[config.mk]
export PLATFORM = sky130hd
export DESIGN_NAME = dmul_rot_sched
export DESIGN_NICKNAME = d
export VERILOG_FILES = /design/src/rtl/dmul_rot_sched.sv
export SDC_FILE = /design/constraint.sdc
export NUM_CORES = 1
export LEC_CHECK = 0
export ABC_AREA = 1
export BUFFER_PORTS_ARGS = -buffer_cell sky130_fd_sc_hd__buf_4
export CORE_MARGIN = 1.5
export CORE_UTILIZATION = 45
export DETAILED_ROUTE_END_ITERATION = 12
export GPL_TIMING_DRIVEN = 0
export HOLD_SLACK_MARGIN = 0.02
export PLACE_DENSITY = 0.66
export SLEW_MARGIN = 20
export SYNTH_ARGS = -nofsm -noshare
export SYNTH_HDL_FRONTEND = slang
export SYNTH_SLANG_ARGS = --single-unit
export TNS_END_PERCENT = 20
[constraint.sdc]
create_clock -name clk -period 3.1 [get_ports clk]
set_input_delay 0.93 -clock clk [delete_from_list [all_inputs] [get_ports clk]]
set_output_delay 0.93 -clock clk [all_outputs]
set_load 0.03 [all_outputs]
[src/rtl/dmul_rot_sched.sv]
// -----------------------------------------------------------------------------
// dmul_rot_sched
//
// Job scheduler for the rotation unary multiplier (dMUL_rot_uni). It turns the
// unary datapath into a blocking request/response binary multiplier:
//   1. IDLE  accept an operand pair on iValid/oReady.
//   2. LOAD  pulse oLoadA/oLoadB for one cycle with the latched operands.
//   3. RUN   count the ones on iMulC over a window of 2^LOGLEN cycles.
//   4. DONE  present the count on oProd/oValid until iReady.
//
// Parameters
//   DATAWD  operand width (must match the multiplier instance)
//   LOGLEN  log2 of the counting window, DATAWD..2*DATAWD
//           (LOGLEN = 2*DATAWD yields the exact product)
//
// Ports
//   clk, rst         clock, synchronous active-high reset
//   iA, iB, iValid   job request operands and strobe
//   oReady           high only in IDLE
//   iFlush           abort the current job (LOAD/RUN/DONE), result discarded
//   oMulA, oMulB     operands driven to the multiplier
//   oLoadA, oLoadB   multiplier load strobes (one-cycle pulse in LOAD)
//   iMulC            multiplier output bitstream
//   oProd, oValid    result count and strobe, held until iReady
//   iReady           result consumer ready
//   oBusy            high in every state except IDLE
//
// Optional feature
//   DMUL_SCHED_ZERO_SKIP_EN  when defined, a job with a zero operand skips
//                            LOAD/RUN and goes straight to DONE with oProd=0.
// -----------------------------------------------------------------------------
module dmul_rot_sched #(
  parameter int DATAWD = 8,
  parameter int LOGLEN = 16
) (
  input  logic              clk,
  input  logic              rst,
  input  logic [DATAWD-1:0] iA,
  input  logic [DATAWD-1:0] iB,
  input  logic              iValid,
  output logic              oReady,
  input  logic              iFlush,
  output logic [DATAWD-1:0] oMulA,
  output logic [DATAWD-1:0] oMulB,
  output logic              oLoadA,
  output logic              oLoadB,
  input  logic              iMulC,
  output logic [LOGLEN:0]   oProd,
  output logic              oValid,
  input  logic              iReady,
  output logic              oBusy
);

  typedef enum logic [1:0] {
    IDLE = 2'd0,
    LOAD = 2'd1,
    RUN  = 2'd2,
    DONE = 2'd3
  } state_t;

  state_t            state;
  logic [LOGLEN-1:0] winCnt;   // cycles elapsed in the counting window
  logic [LOGLEN:0]   oneCnt;   // ones seen so far; one spare bit, never wraps
  logic [LOGLEN:0]   oneSum;   // ones count including this cycle's bit

  assign oneSum = oneCnt + {{LOGLEN{1'b0}}, iMulC};

  always_ff @(posedge clk) begin
    if (rst) begin
      state  <= IDLE;
      oReady <= 1'b0;
      oMulA  <= '0;
      oMulB  <= '0;
      oLoadA <= 1'b0;
      oLoadB <= 1'b0;
      oProd  <= '0;
      oValid <= 1'b0;
      oBusy  <= 1'b0;
      winCnt <= '0;
      oneCnt <= '0;
    end else begin
      // Load strobes are single-cycle pulses; only the accept branch raises them.
      oLoadA <= 1'b0;
      oLoadB <= 1'b0;

      case (state)
        IDLE: begin
          // oReady is registered, so the first IDLE cycle after reset shows 0.
          oReady <= 1'b1;
          if (iValid && oReady) begin
            oMulA  <= iA;
            oMulB  <= iB;
            winCnt <= '0;
            oneCnt <= '0;
            oReady <= 1'b0;
            oBusy  <= 1'b1;
`ifdef DMUL_SCHED_ZERO_SKIP_EN
            if (iA == '0 || iB == '0) begin
              // Product is known to be zero: no multiplier run needed.
              state  <= DONE;
              oProd  <= '0;
              oValid <= 1'b1;
            end else begin
              state  <= LOAD;
              oLoadA <= 1'b1;
              oLoadB <= 1'b1;
            end
`else
            state  <= LOAD;
            oLoadA <= 1'b1;
            oLoadB <= 1'b1;
`endif
          end
        end

        LOAD: begin
          // The multiplier captures operands and clears itself on this edge.
          if (iFlush) begin
            state  <= IDLE;
            oReady <= 1'b1;
            oBusy  <= 1'b0;
            winCnt <= '0;
            oneCnt <= '0;
          end else begin
            state <= RUN;
          end
        end

        RUN: begin
          if (iFlush) begin
            state  <= IDLE;
            oReady <= 1'b1;
            oBusy  <= 1'b0;
            winCnt <= '0;
            oneCnt <= '0;
          end else begin
            winCnt <= winCnt + 1'b1;
            oneCnt <= oneSum;
            // Last window cycle: its bitstream sample belongs to the result.
            if (winCnt == {LOGLEN{1'b1}}) begin
              state  <= DONE;
              oProd  <= oneSum;
              oValid <= 1'b1;
            end
          end
        end

        DONE: begin
          // Flush and a consumed result both end the job the same way; the
          // only difference is whether anyone saw oProd, so flush trivially wins.
          if (iFlush || iReady) begin
            state  <= IDLE;
            oValid <= 1'b0;
            oProd  <= '0;
            oReady <= 1'b1;
            oBusy  <= 1'b0;
            winCnt <= '0;
            oneCnt <= '0;
          end
        end

        default: begin
          state  <= IDLE;
          oReady <= 1'b0;
          oValid <= 1'b0;
          oBusy  <= 1'b0;
        end
      endcase
    end
  end

endmodule

# Yosys cells after proc, flatten, opt, wreduce, memory -nomap -nowiden
# Cells that the tools add are included.
[classes]
add_sub_neg = 2
eq_ne = 11
muxes = 31
bitwise_logic = 1
n_reduce_logical = 12
[op_table]
columns = ["cell", "n"]
rows = [
  ["$mux 17", 6],
  ["$pmux 17 s4", 1],
  ["$mux 16", 4],
  ["$pmux 16 s4", 1],
  ["$pmux 17 s2", 1],
  ["$add 17x1->17", 1],
  ["$add 16x1->16 const B", 1],
  ["$eq 16x16->1 const B", 1],
  ["$mux 2", 5],
  ["$ne 2x2->1 const B", 5],
  ["$mux 1", 9],
  ["$reduce_and 3->1", 3],
  ["$pmux 2 s4", 1],
  ["$pmux 1 s3", 2],
  ["$eq 2x2->1 const B", 2],
  ["$reduce_and 2->1", 2],
  ["$reduce_and 4->1", 1],
  ["$reduce_or 2->1", 2],
  ["$ne 3x3->1 const B", 1],
  ["$eq 2x1->1 const B", 1],
  ["$logic_not 2->1", 1],
  ["$ne 2x1->1 const B", 1],
  ["$pmux 1 s2", 1],
  ["$reduce_bool 2->1", 1],
  ["other kinds (3)", 3],
]
[word_totals]
ff_bits = 72
inputBits = 22
output_inout_bits = 38
word_cells = 67

# Depth between registers and ports, before layout
# Gate-level depths: netlist of run 1.
[logic_depth]
ltp_word = 4
mapped_depth = 10
ltp_nobuf = 10

# Worst setup path before layout of run 1
# OpenSTA, ideal clock, no wires.
[synth_timing]
kind = "input port to flip-flop"
from = "input port iMulC"
to = "register oProd[12]"
setup_time_ps = 70
arrival_time_ps = 1875
required_ps = 3030
slack_ps = 1155
path_stages = 8
cell_sequence = "ha_1 > nand2_1 > nor2_2 > nand2_1 > nor2_2 > xor2_1 > nand2_1 > a21oi_1"
[synth_between]
elab_chain_len = 4
[synth_rtl]
columns = ["element", "line", "source"]
rows = [
  ["start: declaration", "47", "input logic iMulC,"],
  ["$add 17x1->17", "66", "assign oneSum = oneCnt + {{LOGLEN{1'b0}}, iMulC};"],
  ["$mux 17", "140", "if (winCnt == {LOGLEN{1'b1}}) begin"],
  ["$mux 17", "130", "if (iFlush) begin"],
  ["$pmux 17 s2", "86", "case (state)"],
  ["end signal: assignment", "142", "oProd <= oneSum;"],
  ["end: declaration", "48", "output logic [LOGLEN:0] oProd,"],
]
# No other way between the ends. The select of a mux whose other input is x is not followed.
# A chain may end at the register's enable or synchronous reset.

# Worst setup path in the final report of run 1
# Ends and elaborated chain as after synthesis.

==> results of run 1 <==
[path summary, 6_finish.rpt]
check        startpoint   endpoint  slack [ns]  cells after the start
max               iMulC  oProd[12]        1.16                      9
min            oMulB[6]   oMulB[6]        0.44                      2
max reg2reg    state[0]  winCnt[8]        1.33                     10
min reg2reg    oMulB[6]   oMulB[6]        0.44                      2
[power groups by stage]
stage | clock network, W | registers, W | logic, W
final | 0.000637 | 0.000974 | 0.000287
after global routing | 0.000698 | 0.000976 | 0.000317
after CTS | 0.000659 | 0.000974 | 0.000291
after detailed placement | 0 | 0.000994 | 0.000291
after global placement | 0 | 0.000993 | 0.000288
after floorplan | 0 | 0.00105 | 0.000131
[layout make-up]
type                            count  area, um^2  area share [%]
Clock inverter                      1        5.00           0.122
Clock buffer                       12         155            3.77
Multi-Input combinational cell    338        1680            40.8
Buffer                             15        80.1            1.95
Sequential cell                    72        1440            35.0
Timing Repair Buffer               59         443            10.8
Inverter                           50         189            4.59
Tap cell                           99         124            3.01
[cell usage in the layout (no fill, tap or decap), types with 7 or more instances in the layout]
master	count
a21oi_2	10
clkbuf_8	11
inv_1	45
clkbuf_1	11
buf_4	61
ha_1	8
nand3_1	15
nand2_1	130
dfxtp_1	72
xor2_1	7
o21ai_0	23
a21oi_1	52
nor2_1	53
[cell families after synthesis]
group | count (synthesis) | share of synthesized area (%)
DFF | 72 | 42.6
AOI/OAI and AO/OA | 93 | 15.3
buffers and inverters | 65 | 7.94
adders and majority gates | 8 | 2.96
and+or+nand+nor | 227 | 28.7
xor gates and xnor gates | 10 | 2.59
[per-layer routing]
| metal | vias up | track usage (%) | share of wire (%) |
|---|---|---|---|
| met5 | - | 0 | 0 |
| met4 | 0 | 7.94 | 1.7 |
| met3 | 10 | 4.15 | 5.6 |
| met2 | 69 | 30.2 | 43 |
| met1 | 1354 | 26.7 | 49 |
| li1 | 1653 | - | - |
[Yosys cell counts (2+ instances only)]
master	count	area share, %
nand2_1	130	14
dfxtp_1	72	43
nor2_1	53	5.9
a21oi_1	52	7.7
inv_1	45	5.0
o21ai_0	23	3.4
nand3_1	15	2.2
a21oi_2	10	2.6
clkbuf_1	10	1.1
ha_1	8	3.0
xor2_1	7	1.8
nand4_1	6	1.1
nor3_1	6	0.89
inv_2	4	0.44
nor2_2	4	0.74
nand2_2	3	0.55
nor2_4	3	1.0
o21ai_1	3	0.44
xnor2_1	3	0.78
a22oi_1	2	0.44
buf_4	2	0.44
buf_6	2	0.66
nand3b_1	2	0.44
o21a_1	2	0.44
[metrics by stage]
stage	utilization, %	setup slack (ns)	power (W)	instance area (um^2)	std cells
2_1_floorplan	-	1.16	0.00118	3390	475
3_3_place_gp	54.5	0.797	0.00128	3950	633
3_5_place_dp	54.5	0.786	0.00128	3950	633
4_1_cts	56.7	1.14	0.00192	4110	646
5_1_grt	56.7	0.993	0.00199	4110	646
6_report	56.7	1.16	0.00190	4110	646
[critical path, delay by kind of cell]
kind                     cells  cell delay [ns]
AND/OR/NAND/NOR              5             0.68
XOR/XNOR                     1             0.24
adder cells (fa/ha/maj)      1             0.15
AO/OA/AOI/OAI                1             0.12
buffers and inverters        1             0.09
[registers in the layout (all words and copies together) (netlist names)]
name / flops
oMulA: 8
oReady: 1
state: 2
oneCnt: 17
winCnt: 16
oValid: 1
oProd: 17
oMulB: 8
oLoadB: 1
oBusy: 1
==> results.sh, run 1 <==
export IMPL_ys_ff_latch=72
export IMPL_via_per_inst=4.78
export IMPL_worstMarginPinSlew_ns=0.685
export IMPL_fillers=745
export IMPL_yosysSeqAreaShare_pct=42.6
export IMPL_power_density_mw_per_mm2=461
export IMPL_grt_pass1_wl_mm=13.1
export IMPL_peakVddDrop_v=0.000259
export IMPL_status="complete, no violations"
export IMPL_grt_max_degree=11
export IMPL_post_cts_setup_buffers=0
export IMPL_first_pass_iters=4
export IMPL_drt_wl_total_mm=7.48
export IMPL_hold_path_class="flop to flop"
export IMPL_grt_ovfl_total=0
export IMPL_internal_power_w=0.00137
export IMPL_design_die_area_mm2=0.00806
export IMPL_comb_power_share_pct=15.1
export IMPL_antenna_found_initial=0
export IMPL_synth_area_mm2=0.00339
export IMPL_arrival_ns=2.21
export IMPL_syn_num_nets=505
export IMPL_ys_async_sr_fraction_pct=0
export IMPL_cts_buffer_depth=2
export IMPL_yosys_warnings=0
export IMPL_synthesis_instances=475
export IMPL_max_cap_violations=0
export IMPL_numClockSinks=72
export IMPL_finalSetupTns_ns=0
export IMPL_path_common_cell="nand2_1"
export IMPL_cts_resized=0
export IMPL_worstSetupPathType="input pin to flop"
export IMPL_synth_edf_count=0
export IMPL_synth_distinct_cells=32
export IMPL_timing_fmax_mhz=516
export IMPL_cts_tree="done"
export IMPL_p_leak_nw=1.64
export IMPL_p_sw_share_pct=27.7
export IMPL_worstPathMaxFanout=3
export IMPL_cpPeakStageDelay_ns=0.24
export IMPL_wl_per_cell_um=11.6
export IMPL_timing_slew_headroom_pct=54.3
export IMPL_drtAntennaViolNets=0
export IMPL_htreeDepth=3
export IMPL_die_w_um=89.8
export IMPL_cp_required_ns=3.37
export IMPL_setup_viol=0
export IMPL_critPathSlowestCell="xor2_1"
export IMPL_clk_pin_slew_ns=0.07
export IMPL_cts_hold_buffers=0
export IMPL_avgSynthCellArea_um2=7.13
export IMPL_fp_coreArea_mm2=0.00725
export IMPL_hold_viol_final=0
export IMPL_first_global_vias=2873
export IMPL_worstPathCellList="buf_4, ha_1, nand2_1, nor2_2, nand2_1, nor2_2, xor2_1, nand2_1, a21oi_1"
export IMPL_drt_iter0_markers=104
export IMPL_rsz0062_at_grt="false"
export IMPL_fin_nets=575
export IMPL_num_rows=31
export IMPL_antennaDiodeCount=0
export IMPL_syn2layout_area_growth_pct=21.5
export IMPL_power_switching_w=0.000525
export IMPL_cts_root_buf="clkbuf_8"
export IMPL_holdWs_ns=0.444
export IMPL_post_dp_hpwl_mm=5.55
export IMPL_ioPinCount=60
export IMPL_final_layout_size_suffix_gt1_share_pct=19.0
export IMPL_skew_ns=0.00997
export IMPL_pwr_share_clk_pct=33.6
export IMPL_critPathCaptureType="flop"
export IMPL_p_seq_share_pct=51.3
export IMPL_drc=0
export IMPL_start_util_pct=46.7
export IMPL_synth_ff_type="dfxtp_1"
export IMPL_grt_usage_pct=19.6
export IMPL_clk_latency_ns=0.34
export IMPL_period_minus_slack_ns=1.94
export IMPL_port_buffers=59
export IMPL_die_y_um=89.8
export IMPL_place_congestion=0.917
export IMPL_cts_buffers=9
export IMPL_critPathLaunchType="input pin"
export IMPL_finalCritPeriodShare_pct=62.5
export IMPL_drv_slew=0
export IMPL_dr_total_vias=3086
Power figures use the tool's default switching activity.
==> run 2: changes to the inputs <==
--- a/config.mk
+++ b/config.mk
@@ -12,7 +12,7 @@
 export DETAILED_ROUTE_END_ITERATION = 12
 export GPL_TIMING_DRIVEN = 0
 export HOLD_SLACK_MARGIN = 0.02
-export PLACE_DENSITY = 0.66
+export PLACE_DENSITY = 0.69
 export SLEW_MARGIN = 20
 export SYNTH_ARGS = -nofsm -noshare
 export SYNTH_HDL_FRONTEND = slang
==> constraint.sdc (replaced) <==
create_clock -name clk -period 1.77 [get_ports clk]
set_input_delay 0.531 -clock clk [delete_from_list [all_inputs] [get_ports clk]]
set_output_delay 0.531 -clock clk [all_outputs]
set_load 0.03 [all_outputs]
==> run 2 against run 1 <==
Compared with the run above: routed wire length is 0.24% lower; utilization up 1.3 points; sequential share of layout area is 0.70 points lower; critical endpoint is now winCnt[11]; register-to-register slack worse by 1.2 ns.
==> results.sh, run 2 (synthesis results as in run 1) <==
export IMPL_status="complete, no violations"
export IMPL_numClockSinks=72
export IMPL_cp_required_ns=2.01
export IMPL_critPathCaptureType="flop"
export IMPL_timing_fmax_mhz=618
export IMPL_critPathLaunchType="flop"
export IMPL_power_switching_w=0.00100
export IMPL_die_y_um=89.8
export IMPL_hold_path_class="flop to flop"
export IMPL_dr_wl_met3_um=483
export IMPL_die_w_um=89.8
export IMPL_worstPathMaxFanout=8
export IMPL_grt_usage_pct=19.6
export IMPL_first_global_vias=2929
export IMPL_cts_buffer_depth=2
export IMPL_drc=0
export IMPL_design_die_area_mm2=0.00806
export IMPL_port_buffers=59
export IMPL_arrival_ns=1.86
export IMPL_clk_pin_slew_ns=0.08
export IMPL_wl_per_cell_um=11.4
export IMPL_antennaDiodeCount=0
export IMPL_cts_buffers=9
export IMPL_final_layout_size_suffix_gt1_share_pct=21.9
export IMPL_cts_root_buf="clkbuf_8"
export IMPL_worstMarginPinSlew_ns=0.719
export IMPL_power_density_mw_per_mm2=842
export IMPL_largest_registers="oProd: 17 flops, oneCnt: 17 flops, winCnt: 16 flops"
export IMPL_post_dp_hpwl_mm=5.61
export IMPL_setup_ws_ns=0.151
export IMPL_wl_met1_mm=3.45
export IMPL_period_minus_slack_ns=1.62
export IMPL_dpl_cell_count=633
export IMPL_hold_viol_final=0
export IMPL_drt_wl_total_mm=7.46
export IMPL_fp_coreArea_mm2=0.00725
export IMPL_fin_nets=578
export IMPL_dp_slack_ns=-0.112
export IMPL_p_sw_share_pct=28.2
export IMPL_comb_power_share_pct=14.5
export IMPL_first_pass_iters=4
export IMPL_rsz0062_at_grt="true"
export IMPL_peakVddDrop_v=0.000586
export IMPL_cts_tree="done"
export IMPL_ioPinCount=60
export IMPL_setup_viol=0
export IMPL_p_seq_share_pct=48.1
export IMPL_finalCoreUtilization_pct=58.0
export IMPL_finalCritPeriodShare_pct=91.5
export IMPL_drt_iter0_markers=195
export IMPL_grt_max_degree=14
export IMPL_p_leak_nw=1.68
export IMPL_start_util_pct=46.7
export IMPL_grt_pass1_wl_mm=13.1
export IMPL_finalSetupTns_ns=0
export IMPL_internal_power_w=0.00255
export IMPL_syn2layout_area_growth_pct=24.3
export IMPL_dr_wl_met2_mm=3.41
export IMPL_final_cell_mix="129 x nand2_1, 69 x dfxtp_1, 64 x buf_4, 52 x a21oi_1, 51 x nor2_1"
export IMPL_dr_total_vias=3181
export IMPL_place_congestion=0.885
export IMPL_mostFrequentLayoutCell="nand2_1"
export IMPL_clk_latency_ns=0.34
export IMPL_holdWs_ns=0.448
export IMPL_top_layer="met4"
export IMPL_worstSetupPathType="flop to flop"
export IMPL_skew_ns=0.00963
export IMPL_num_rows=31
export IMPL_htreeDepth=3
export IMPL_max_cap_violations=0
export IMPL_via_per_inst=4.88
export IMPL_pwr_share_clk_pct=37.4
export IMPL_grt_ovfl_total=0
export IMPL_final_cells=652
export IMPL_antenna_found_initial=0
export IMPL_timing_slew_headroom_pct=52.1
export IMPL_drtAntennaViolNets=0
export IMPL_drv_slew=0
-- run 2: stage by stage --
| stage | area [um^2] | power [W] |
|---|---|---|
| 2_1_floorplan | 3390 | 0.00206 |
| 6_report | 4210 | 0.00355 |
| 3_5_place_dp | 3950 | 0.00225 |
| 5_1_grt | 4210 | 0.00373 |
| 4_1_cts | 4170 | 0.00358 |
| 3_3_place_gp | 3950 | 0.00224 |
-- run 2: final cells by class --
cell class	count	area, um^2
clock inverters	6	67.6
flip-flops and latches	72	1450
multi-input cells	338	1690
repair buffers	62	465
well taps	99	124
inverters	50	191
clock buffers	10	138
plain buffers	15	83.8
fillers	711	3040
-- run 2: timing repair --
action / 4_1_cts / 5_1_grt
buffers inserted: 0 / 3
hold endpoints to repair: 0 / 0
pin swaps: 0 / 2
setup endpoints to repair: 4 / 44
gates resized for setup: 1 / 14
hold buffers: 0 / 0
cloned: 0 / 0
-- run 2: power groups by stage --
stage | registers (W) | logic (W) | clock network (W)
floorplan | 0.00183 | 0.000229 | 0
global route | 0.00171 | 0.000571 | 0.00145
global placement | 0.00174 | 0.000499 | 0
finish | 0.00171 | 0.000516 | 0.00132
detailed placement | 0.00174 | 0.000507 | 0
CTS | 0.00170 | 0.000513 | 0.00136
-- run 2: path summary, 6_finish.rpt --
| check | cells after the start | endpoint | from | slack (ns) |
|---|---|---|---|---|
| max | 8 | winCnt[11] | state[0] | 0.15 |
| min | 2 | oMulB[4] | oMulB[4] | 0.45 |
| min reg2reg | 2 | oMulB[4] | oMulB[4] | 0.45 |
| max reg2reg | 8 | winCnt[11] | state[0] | 0.15 |
-- run 2: worst max-delay path: stages, from the launching register on --
cell and delay [ns]:
dfxtp_2 0.36, inv_1 0.08, ha_1 0.23, nand2_2 0.10, nand3_4 0.16, nor2_4 0.23
nand2_2 0.11, nor3b_1 0.18, nor2_1 0.06
-- run 2: metal layers --
| metal | up-vias | global-route usage, % |
|---|---|---|
| met5 | - | 0 |
| met2 | 80 | 31.3 |
| li1 | 1665 | - |
| met4 | 0 | 7.41 |
| met3 | 10 | 5.58 |
| met1 | 1426 | 25.1 |
